<file path="src/rtl/cache_line_ctrl.sv">
// cache_line_ctrl
//   Write-back, write-allocate, direct-mapped cache controller with
//   multi-word lines. CPU side: one request at a time with byte strobes.
//   Memory side: valid/ready beat port, one word per beat; refill keeps a
//   single read outstanding. Tag/valid/dirty/data live in internal arrays.
//
// Ports
//   iCLK, iRST_n                    clock (rising edge), async active-low reset
//   cpu_req_valid/ready/rw/addr/wdata/wstrb   CPU request (accepted in IDLE)
//   cpu_resp_valid/rdata            one-cycle response pulse, read or merged word
//   mem_req_valid/ready/we/addr/wdata         memory beat request (registered)
//   mem_resp_valid/rdata            read-beat return data
//
// Optional feature: define CACHE_STATS_EN to add saturating hit_cnt/miss_cnt
// outputs counted on the first lookup of each request.
module cache_line_ctrl #(
  parameter int ADDR_W     = 32,
  parameter int DATA_W     = 32,
  parameter int IDX_W      = 5,
  parameter int WORD_OFF_W = 2
) (
  input  logic                iCLK,
  input  logic                iRST_n,
  input  logic                cpu_req_valid,
  output logic                cpu_req_ready,
  input  logic                cpu_req_rw,
  input  logic [ADDR_W-1:0]   cpu_req_addr,
  input  logic [DATA_W-1:0]   cpu_req_wdata,
  input  logic [DATA_W/8-1:0] cpu_req_wstrb,
  output logic                cpu_resp_valid,
  output logic [DATA_W-1:0]   cpu_resp_rdata,
  output logic                mem_req_valid,
  input  logic                mem_req_ready,
  output logic                mem_req_we,
  output logic [ADDR_W-1:0]   mem_req_addr,
  output logic [DATA_W-1:0]   mem_req_wdata,
  input  logic                mem_resp_valid,
  input  logic [DATA_W-1:0]   mem_resp_rdata
`ifdef CACHE_STATS_EN
  ,
  output logic [31:0]         hit_cnt,
  output logic [31:0]         miss_cnt
`endif
);

  localparam int STRB_W     = DATA_W / 8;
  localparam int BYTE_OFF_W = $clog2(STRB_W);
  localparam int TAG_W      = ADDR_W - IDX_W - WORD_OFF_W - BYTE_OFF_W;
  localparam int LINES      = 1 << IDX_W;
  localparam int WORDS      = 1 << WORD_OFF_W;
  localparam int WADDR_W    = ADDR_W - BYTE_OFF_W;

  typedef enum logic [2:0] {
    ST_IDLE       = 3'd0,
    ST_LOOKUP     = 3'd1,
    ST_WRITE_BACK = 3'd2,
    ST_REFILL     = 3'd3,
    ST_RESPOND    = 3'd4
  } state_t;

  state_t state_r, state_nxt_s;

  logic                  req_rw_r;
  logic [WADDR_W-1:0]    req_waddr_r;   // word address; byte offset is dropped
  logic [DATA_W-1:0]     req_wdata_r;
  logic [STRB_W-1:0]     req_wstrb_r;

  logic [TAG_W-1:0]      tag_r  [LINES];
  logic [DATA_W-1:0]     data_r [LINES][WORDS];
  logic [LINES-1:0]      valid_r;
  logic [LINES-1:0]      dirty_r;

  logic [WORD_OFF_W-1:0] beat_r;
  logic                  rd_out_r;      // a refill read is outstanding

  logic [TAG_W-1:0]      req_tag_s;
  logic [IDX_W-1:0]      req_idx_s;
  logic [WORD_OFF_W-1:0] req_word_s;
  logic [WORD_OFF_W-1:0] beat_inc_s;
  logic                  hit_s;
  logic                  victim_dirty_s;
  logic                  accept_s;
  logic                  beat_acc_s;
  logic                  rd_ret_s;
  logic                  last_beat_s;
  logic [DATA_W-1:0]     line_word_s;
  logic [DATA_W-1:0]     merged_s;

  // Byte-lane merge of CPU write data into an existing word.
  function automatic logic [DATA_W-1:0] merge_bytes(input logic [DATA_W-1:0] old_w,
                                                    input logic [DATA_W-1:0] new_w,
                                                    input logic [STRB_W-1:0] strb);
    logic [DATA_W-1:0] res;
    res = old_w;
    for (int b = 0; b < STRB_W; b++) begin
      if (strb[b]) res[8*b +: 8] = new_w[8*b +: 8];
    end
    return res;
  endfunction

  // Word-aligned beat address for a given tag, line index and word slot.
  function automatic logic [ADDR_W-1:0] beat_addr(input logic [TAG_W-1:0]      t,
                                                  input logic [IDX_W-1:0]      i,
                                                  input logic [WORD_OFF_W-1:0] k);
    return {t, i, k, {BYTE_OFF_W{1'b0}}};
  endfunction

  assign req_tag_s      = req_waddr_r[WADDR_W-1 -: TAG_W];
  assign req_idx_s      = req_waddr_r[WORD_OFF_W +: IDX_W];
  assign req_word_s     = req_waddr_r[WORD_OFF_W-1:0];
  assign beat_inc_s     = beat_r + WORD_OFF_W'(1);
  assign hit_s          = valid_r[req_idx_s] && (tag_r[req_idx_s] == req_tag_s);
  assign victim_dirty_s = valid_r[req_idx_s] && dirty_r[req_idx_s];
  assign accept_s       = cpu_req_valid && cpu_req_ready;
  assign beat_acc_s     = mem_req_valid && mem_req_ready;
  assign rd_ret_s       = (state_r == ST_REFILL) && rd_out_r && mem_resp_valid;
  assign last_beat_s    = (beat_r == WORD_OFF_W'(WORDS - 1));
  assign line_word_s    = data_r[req_idx_s][req_word_s];
  assign merged_s       = merge_bytes(line_word_s, req_wdata_r, req_wstrb_r);

  // State register.
  always_ff @(posedge iCLK or negedge iRST_n) begin
    if (!iRST_n) state_r <= ST_IDLE;
    else         state_r <= state_nxt_s;
  end

  // Next-state logic.
  always_comb begin
    state_nxt_s = state_r;
    case (state_r)
      ST_IDLE: begin
        if (accept_s) state_nxt_s = ST_LOOKUP;
        else          state_nxt_s = ST_IDLE;
      end
      ST_LOOKUP: begin
        if (hit_s)               state_nxt_s = ST_RESPOND;
        else if (victim_dirty_s) state_nxt_s = ST_WRITE_BACK;
        else                     state_nxt_s = ST_REFILL;
      end
      ST_WRITE_BACK: begin
        if (beat_acc_s && last_beat_s) state_nxt_s = ST_REFILL;
        else                           state_nxt_s = ST_WRITE_BACK;
      end
      ST_REFILL: begin
        if (rd_ret_s && last_beat_s) state_nxt_s = ST_LOOKUP;
        else                         state_nxt_s = ST_REFILL;
      end
      ST_RESPOND: state_nxt_s = ST_IDLE;
      default:    state_nxt_s = ST_IDLE;
    endcase
  end

  // Request latch, line status bits, beat sequencing and registered outputs.
  always_ff @(posedge iCLK or negedge iRST_n) begin
    if (!iRST_n) begin
      cpu_req_ready  <= 1'b1;
      cpu_resp_valid <= 1'b0;
      cpu_resp_rdata <= {DATA_W{1'b0}};
      mem_req_valid  <= 1'b0;
      mem_req_we     <= 1'b0;
      mem_req_addr   <= {ADDR_W{1'b0}};
      mem_req_wdata  <= {DATA_W{1'b0}};
      req_rw_r       <= 1'b0;
      req_waddr_r    <= {WADDR_W{1'b0}};
      req_wdata_r    <= {DATA_W{1'b0}};
      req_wstrb_r    <= {STRB_W{1'b0}};
      valid_r        <= {LINES{1'b0}};
      dirty_r        <= {LINES{1'b0}};
      beat_r         <= {WORD_OFF_W{1'b0}};
      rd_out_r       <= 1'b0;
    end else begin
      cpu_req_ready  <= (state_nxt_s == ST_IDLE);
      cpu_resp_valid <= (state_nxt_s == ST_RESPOND);
      case (state_r)
        ST_IDLE: begin
          if (accept_s) begin
            req_rw_r    <= cpu_req_rw;
            req_waddr_r <= cpu_req_addr[ADDR_W-1:BYTE_OFF_W];
            req_wdata_r <= cpu_req_wdata;
            req_wstrb_r <= cpu_req_wstrb;
          end
        end
        ST_LOOKUP: begin
          beat_r <= {WORD_OFF_W{1'b0}};
          if (hit_s) begin
            cpu_resp_rdata <= req_rw_r ? merged_s : line_word_s;
            if (req_rw_r) dirty_r[req_idx_s] <= 1'b1;
          end else if (victim_dirty_s) begin
            mem_req_valid <= 1'b1;
            mem_req_we    <= 1'b1;
            mem_req_addr  <= beat_addr(tag_r[req_idx_s], req_idx_s, {WORD_OFF_W{1'b0}});
            mem_req_wdata <= data_r[req_idx_s][0];
          end else begin
            mem_req_valid <= 1'b1;
            mem_req_we    <= 1'b0;
            mem_req_addr  <= beat_addr(req_tag_s, req_idx_s, {WORD_OFF_W{1'b0}});
          end
        end
        ST_WRITE_BACK: begin
          if (beat_acc_s) begin
            if (last_beat_s) begin
              // Last write beat accepted: the first refill read goes out next.
              beat_r       <= {WORD_OFF_W{1'b0}};
              mem_req_we   <= 1'b0;
              mem_req_addr <= beat_addr(req_tag_s, req_idx_s, {WORD_OFF_W{1'b0}});
            end else begin
              beat_r        <= beat_inc_s;
              mem_req_addr  <= beat_addr(tag_r[req_idx_s], req_idx_s, beat_inc_s);
              mem_req_wdata <= data_r[req_idx_s][beat_inc_s];
            end
          end
        end
        ST_REFILL: begin
          if (beat_acc_s) begin
            // Read accepted: stay quiet until its data returns.
            mem_req_valid <= 1'b0;
            rd_out_r      <= 1'b1;
          end else if (rd_ret_s) begin
            rd_out_r <= 1'b0;
            if (last_beat_s) begin
              valid_r[req_idx_s] <= 1'b1;
              dirty_r[req_idx_s] <= 1'b0;
              beat_r             <= {WORD_OFF_W{1'b0}};
            end else begin
              beat_r        <= beat_inc_s;
              mem_req_valid <= 1'b1;
              mem_req_addr  <= beat_addr(req_tag_s, req_idx_s, beat_inc_s);
            end
          end
        end
        ST_RESPOND: begin
          beat_r <= {WORD_OFF_W{1'b0}};
        end
        default: begin
          beat_r <= {WORD_OFF_W{1'b0}};
        end
      endcase
    end
  end

  // Tag and data arrays; contents are meaningless until the valid bit is set.
  always_ff @(posedge iCLK) begin
    if (state_r == ST_LOOKUP && hit_s && req_rw_r) begin
      data_r[req_idx_s][req_word_s] <= merged_s;
    end else if (rd_ret_s) begin
      data_r[req_idx_s][beat_r] <= mem_resp_rdata;
      if (last_beat_s) tag_r[req_idx_s] <= req_tag_s;
    end
  end

`ifdef CACHE_STATS_EN
  logic first_lookup_r;   // only the first lookup of a request is counted

  // Saturating hit/miss statistics.
  always_ff @(posedge iCLK or negedge iRST_n) begin
    if (!iRST_n) begin
      first_lookup_r <= 1'b0;
      hit_cnt        <= 32'd0;
      miss_cnt       <= 32'd0;
    end else begin
      if (state_r == ST_IDLE && accept_s) first_lookup_r <= 1'b1;
      else if (state_r == ST_LOOKUP)      first_lookup_r <= 1'b0;
      if (state_r == ST_LOOKUP && first_lookup_r) begin
        if (hit_s) begin
          if (hit_cnt != 32'hFFFF_FFFF) hit_cnt <= hit_cnt + 32'd1;
        end else begin
          if (miss_cnt != 32'hFFFF_FFFF) miss_cnt <= miss_cnt + 32'd1;
        end
      end
    end
  end
`endif

endmodule

</file>
<file path="config.mk">
export PLATFORM = sky130hd
export DESIGN_NAME = cache_line_ctrl
export DESIGN_NICKNAME = d
export VERILOG_FILES = /design/src/rtl/cache_line_ctrl.sv
export SDC_FILE = /design/constraint.sdc
export NUM_CORES = 2
export LEC_CHECK = 0
export BUFFER_PORTS_ARGS = -buffer_cell sky130_fd_sc_hd__buf_2
export CORE_AREA = 3 3 530 637
export CTS_CLUSTER_DIAMETER = 60
export DETAILED_ROUTE_END_ITERATION = 10
export DIE_AREA = 0 0 533 640
export HOLD_SLACK_MARGIN = 0.05
export PLACE_DENSITY_LB_ADDON = 0.1
export REMOVE_ABC_BUFFERS = 1
export SETUP_SLACK_MARGIN = 0.5
export SYNTH_ARGS = -nofsm -noshare
export SYNTH_HDL_FRONTEND = slang
export SYNTH_MEMORY_MAX_BITS = 65536
export SYNTH_SLANG_ARGS = --single-unit
</file>
<file path="constraint.sdc">
create_clock -name iCLK -period 8.65 [get_ports iCLK]
set_input_delay 0.865 -clock iCLK [delete_from_list [all_inputs] [get_ports iCLK]]
set_output_delay 0.865 -clock iCLK [all_outputs]
set_load 0.03 [all_outputs]
</file>
* Yosys cells after proc, flatten, opt, wreduce, memory -nomap -nowiden *
Memories as Yosys holds them, arrays and structs flattened.
Cells that the tools add are included.

operators by class
  multiply operators = 0
  div/mod/pow operators = 0
  shifts and indexed selects = 0
  equality and inequality tests = 19
  reductions and logical operators = 29
  add/subtract/negate cells = 1
  bitwise logic cells = 137
  $lt $le $gt $ge = 7
  muxes and demuxes = 200

operator list
  cell                  number
  $mux W32              23
  $mux W128             2
  $mux W1               151
  $bmux W32 S2          2
  $demux W32 S2         2
  $or A1 B1 Y1          128
  $pmux W32 S2          2
  $pmux W32 S3          1
  $or A32 B32 Y32       2
  $and A32 B32 Y32      1
  $mux W8               4
  $not A32 Y32          1
  $eq A23 B23 Y1        1
  $ne A2 B2 Y1 const B  11
  $reduce_and A4 Y1     4
  $logic_and A1 B1 Y1   13
  $pmux W3 S4           1
  $reduce_and A6 Y1     2
  $bmux W1 S5           2
  $mux W2               5
  $ge A3 B3 Y1 const B  3
  $not A2 Y3            3
  $eq A3 B2 Y1 const B  2
  $logic_not A3 Y1      2
  17 further kinds      25

word-level totals
  bits of input ports = 106
  bits in latches = 0
  output and inout bits = 100
  memories kept = 2
  register bits = 237
  memory bits (writable) = 4832
  bits in read-only memories = 0

memories
  memory  depth  width  rd ports  clocked after Yosys merged registers in  write ports  RTL line  text
  data_r  32     128    1         0                                        1            69        logic [DATA_W-1:0] data_r [LINES][WORDS];
  tag_r   32     23     1         0                                        1            68        logic [TAG_W-1:0] tag_r [LINES];

* Longest topological paths before layout *
  depth after elaboration = 10
  mapped depth = 18
  gate-level depth less buffers = 9

* Least setup slack after synthesis *
Ideal clock, no wire load.

  kind = reg2reg
  from = register req_waddr_r[3]
  to = memory data_r[28][0] (netlist bit) (enable)
  slack = 3.617 ns
  clock period less this slack = 5.033 ns
  data arrival time = 4.612 ns
  stages on the path, launching flop included = 16
  required time = 8.229 ns
  setup time = 0.421 ns
  cell sequence = dfrtp_1 buf_2 buf_2 buf_2 buf_2 mux2i_1 o22ai_1 nor4_1 a21o_1 o211ai_1 nor4_4 and4_1 buf_4 a41oi_4 buf_6 nor2_1

between the ends
  longest elaborated chain between the ends = 8
  elaborated cells between the ends (all ways) = 12
  those cells by class = eq/ne (1); mux (6); bitwise (1); reduce/logical (3); memory (1)

ends and longest elaborated chain
  item                                            RTL line  text
  start, declared                                 64        logic [WADDR_W-1:0] req_waddr_r;
  start signal, assigned                          164       req_waddr_r <= {WADDR_W{1'b0}};
  start signal, assigned                          178       req_waddr_r <= cpu_req_addr[ADDR_W-1:BYTE_OFF_W];
  $mem_v2 Z32 W23 or $bmux W1 S5 (tied branches)  --
  $eq A23 B23 Y1 or $mux W1 (tied branches)       112       assign hit_s = valid_r[req_idx_s] && (tag_r[req_idx_s] == req_tag_s);
  $logic_and A1 B1 Y1                             112
  $logic_and A1 B1 Y1 (2 in series)               243       if (state_r == ST_LOOKUP && hit_s && req_rw_r) begin
  $mux W1                                         243
  $mux W128 (on tied branches)                    244, 246
  $or A1 B1 Y1 (no source line)                   --
  end, declared                                   69

Several ways; a longest one is shown, not always the timed one. The select of a mux whose other input is x is not followed.

* Worst setup path after layout *
  from = register req_waddr_r[6]
  to = memory data_r[3][62] (netlist bit) (data pin)

between the ends
  longest elaborated chain between the ends = 8
  elaborated cells between the ends (all ways) = 15
  those cells by class = eq/ne (1); mux (9); reduce/logical (3); memory (2)

ends and longest elaborated chain
  item                                            RTL line  text
  $mem_v2 Z32 W23 or $bmux W1 S5 (tied branches)  --
  $eq A23 B23 Y1 or $mux W1 (tied branches)       112
  $logic_and A1 B1 Y1                             112
  $logic_and A1 B1 Y1 (2 in series)               243
  $mux W1                                         243
  $mux W128 (implied by the code)                 246       data_r[req_idx_s][beat_r] <= mem_resp_rdata;
  $mux W1 (no source line) (*)                    --

Mark *: on every way between the ends. The rest lies on a longest branch, timed or not. The select of a mux whose other input is x is not followed.

==> metrics.cfg <==
[die]
io_pins = 206
die_x_microns = 533
coreArea_sq_um = 332400
rows = 232
dieHeight_microns = 640
die_area_sq_um = 341100
initial_core_util = 0.5883

[global_route]
antenna_found_initial = 31
use_met3 = 0.08414
use_met2 = 0.5456
gr-total-overflow = 0
grt_max_degree = 142
top_usage_layer = met2
grt_pass1_vias = 103631
grt_pass1_wl_microns = 817500
met1_usage = 0.4482
grtUsageTotal = 0.3467

[sta]
rsz0062_at_grt = no
setup_viol = 0
worst-slew-pin-transition_ns = 1.472
timing.setup.tns_ns = 0
post-route-period-util = 0.8533
slew_viol_final = 0
maxSlewHeadroom = 0.01849
hold_violations = 0
timing.fmax_mhz = 135.5
fin_crit_ns = 7.381
finClkSkew_ns = 0.05160

[worst_setup_path]
slowest_stage = dfrtp_1
setup.worst_path.start = req_waddr_r[6]
arrival_ns = 7.90
critPathBufInv = 2
rrSetupSlack_ns = 1.27
critPathMaxFanout = 34
r2r-start = req_waddr_r[6]
reg2reg_to = data_r[3][62]
path_cells = nand4bb_4 > buf_4 > buf_4 > o22ai_1 > nor4_1 > nand2_1 > mux4_2 > mux2i_4 > o21ai_2
worstSetupEndpointType = register
cp.depth = 9
crit_family = multiplexers
worstSetupStartpointType = register
max_stage_delay_ns = 1.08
cp_common_cell = buf_4
required_ns = 9.17
crit_path_end = data_r[3][62]
rr_worst_depth = 9
critPathKind = register to register

[synthesis]
synth_edf_count = 4832
synthDistinctLibCells = 60
synthArstFlopShare = 0.04638
synth_warnings = 0
syn_inst = 10100
netlist_area_sq_um = 195500
ys_seq_elements = 5067
ys.flop_type = edfxtp_1
avgSynthCellArea_sq_um = 19.36
seq_area_frac_synth = 0.7721

[pwr]
peakVddDrop_v = 0.0002356
p_per_area_nw_per_um2 = 214.6
leakagePower_nw = 54.65

[clock_network]
post_cts_resized = 0
cts-buffers-inserted = 476
cts_sinks = 5067
insertion_delay_ns = 1.02
clockRootBuffer = clkbuf_16
h-tree-depth = 5
cts_setup_buffers = 0
clk_path_buf_depth = 4
cts_tree = built
clkTransAtPathRegs_ns = 0.06

[placement]
dp.cells = 14512
io_buffers = 201
dp_hpwl_microns = 329000
gp_congestion = 0.9006

[job]
maxCapViolCount = 0

[detailed_routing]
vias = 106612
ant_nets = 0
avgRoutedWirePerCell_microns = 38.50
drt_iter0_markers = 14484
routed_wl_microns = 595600
drc = 0
via_per_inst = 6.892
drt-pass1-iter-count = 9

[outcome]
outcome = finished, final reports clean

[finish]
area_growth_pct = 13.24
fin_cells = 15470
drive_above_1_share = 0.2113
nNetsFinal = 10683

[worst_hold_path]
hold_path.class = input port to register

where the power goes:
| part | switching (mW) | internal [mW] | leakage (nW) |
|---|---|---|---|
| logic | 0.105 | 0.0265 | 12.6 |
| clock network | 9.02 | 11.9 | 7.62 |
| registers | 0 | 26.5 | 34.4 |
how the worst min path moves through the flow:
stage / start / cells past startpoint / to / slack (ns)
6_report: cpu_req_addr[25] / 2 / req_waddr_r[23] / 0.11
2_1_floorplan: valid_r[0] / 1 / valid_r[0] / 0.44
3_3_place_gp: valid_r[12] / 1 / valid_r[12] / 0.46
3_5_place_dp: valid_r[29] / 1 / valid_r[29] / 0.46
4_1_cts: cpu_req_addr[11] / 2 / req_waddr_r[9] / 0.05
5_1_grt: cpu_req_addr[20] / 2 / req_waddr_r[18] / 0.08
synthesized netlist by cell type (6+ instances only):
cell / number / area share
o21ai_0: 258 / 0.0066
a22oi_1: 208 / 0.0080
clkbuf_1: 348 / 0.0067
buf_2: 160 / 0.0041
a22o_1: 27 / 0.0012
nand3_1: 27 / 0.00069
nand4_1: 40 / 0.0013
nand4b_1: 10 / 0.00045
buf_4: 9 / 0.00035
o22ai_1: 714 / 0.023
and2_1: 6 / 0.00019
dfrtp_1: 234 / 0.030
mux2_1: 50 / 0.0029
a21oi_1: 59 / 0.0015
nor4_1: 186 / 0.0060
mux2i_1: 1457 / 0.075
nand2_1: 264 / 0.0051
a221oi_1: 21 / 0.00094
mux2_2: 163 / 0.0094
o21bai_1: 32 / 0.0012
edfxtp_1: 4832 / 0.74
buf_6: 16 / 0.00092
and3_1: 24 / 0.00077
nor2_1: 273 / 0.0052
buf_1: 75 / 0.0014
mux4_2: 544 / 0.063
area by class of cell:
class | instances | area, sq um
flip-flops and latches | 5067 | 151000
repair buffers | 602 | 5095
well taps | 4446 | 5563
clock buffers | 628 | 12940
diodes | 36 | 90.09
fillers | 21506 | 111000
clock inverters | 265 | 2644
inverters | 4 | 15.01
multi-input cells | 4422 | 44070
what timing repair did:
item / in CTS / in global routing
endpoints found under the setup margin: 0 / 0
hold buffers: 25 / 0
endpoints found under the hold margin: 98 / 0
worst register-to-register path, delay by kind of cell (launching register included):
family                 cells  cell delay (ns)
multiplexers               2             1.72
flip-flops                 1             1.08
AND/OR/NAND/NOR            3             1.69
AO/OA/AOI/OAI              2             0.79
buffers and inverters      2             1.61
sequential cells by signal (all words and copies together), names as in the netlist, named ones only:
| signal | count |
|---|---|
| rd_out_r | 1 |
| cpu_req_ready | 1 |
| data_r | 4096 |
| req_wdata_r | 32 |
| mem_req_valid | 1 |
| beat_r | 2 |
| cpu_resp_rdata | 32 |
| req_waddr_r | 30 |
| mem_req_addr | 30 |
| cpu_resp_valid | 1 |
| state_r | 3 |
| tag_r | 736 |
| mem_req_wdata | 32 |
| req_wstrb_r | 4 |
| mem_req_we | 1 |
| valid_r | 32 |
| req_rw_r | 1 |
logic make-up after synthesis:
family | share of synthesized area
flops | 0.7721
mux | 0.1495
compound gates | 0.04332
simple gates | 0.02121
buf+inv | 0.01356
fa+ha+maj | 0.0002560
other cells | 0.00001918
layer usage:
| metal | routed length, microns | vias up | part of all wire |
|---|---|---|---|
| met2 | 282700 | 6618 | 0.47 |
| met1 | 207900 | 55959 | 0.35 |
| met4 | 39190 | 18 | 0.066 |
| li1 | - | 42627 | - |
| met3 | 65430 | 1390 | 0.11 |
| met5 | 386 | - | 0.00065 |
placed cells by master (no fill, tap or decap), types with 14 or more instances in the layout:
cell              n
edfxtp_1       4832
mux2i_1        1430
o22ai_1         714
mux4_2          544
clkbuf_16       486
buf_4           295
nand2_1         262
dfrtp_1         229
a22oi_1         208
buf_2           200
nor4_1          186
mux2_2          163
nor2_4          162
o21ai_0         130
o21ai_2         119
clkbuf_1        117
nor2_1          111
clkinv_1        101
clkinv_2         82
buf_12           77
a21oi_1          57
mux2_1           50
bufinv_16        47
nand4_1          40
diode_2          36
o21bai_1         32
nand3_1          27
a22o_1           27
clkbuf_8         25
dlygate4sd3_1    25
and3_1           23
a221oi_1         21
mux2i_2          14
through the flow:
stage / setup WS [ns] / hold WS, ns / cell area [sq um] / utilization / power (mW)
floorplan: -54.18 / 0.4425 / 192900 / - / 26.97
global placement: 1.672 / 0.4575 / 205300 / 0.6178 / 27.09
detailed placement: 1.578 / 0.4612 / 205300 / 0.6178 / 27.09
CTS: 1.563 / 0.05009 / 221200 / 0.6655 / 47.62
global route: 1.380 / 0.08225 / 221300 / 0.6659 / 48.55
finish: 1.269 / 0.1106 / 221400 / 0.6662 / 47.51
Note: power is estimated with default switching activity, not from simulation.
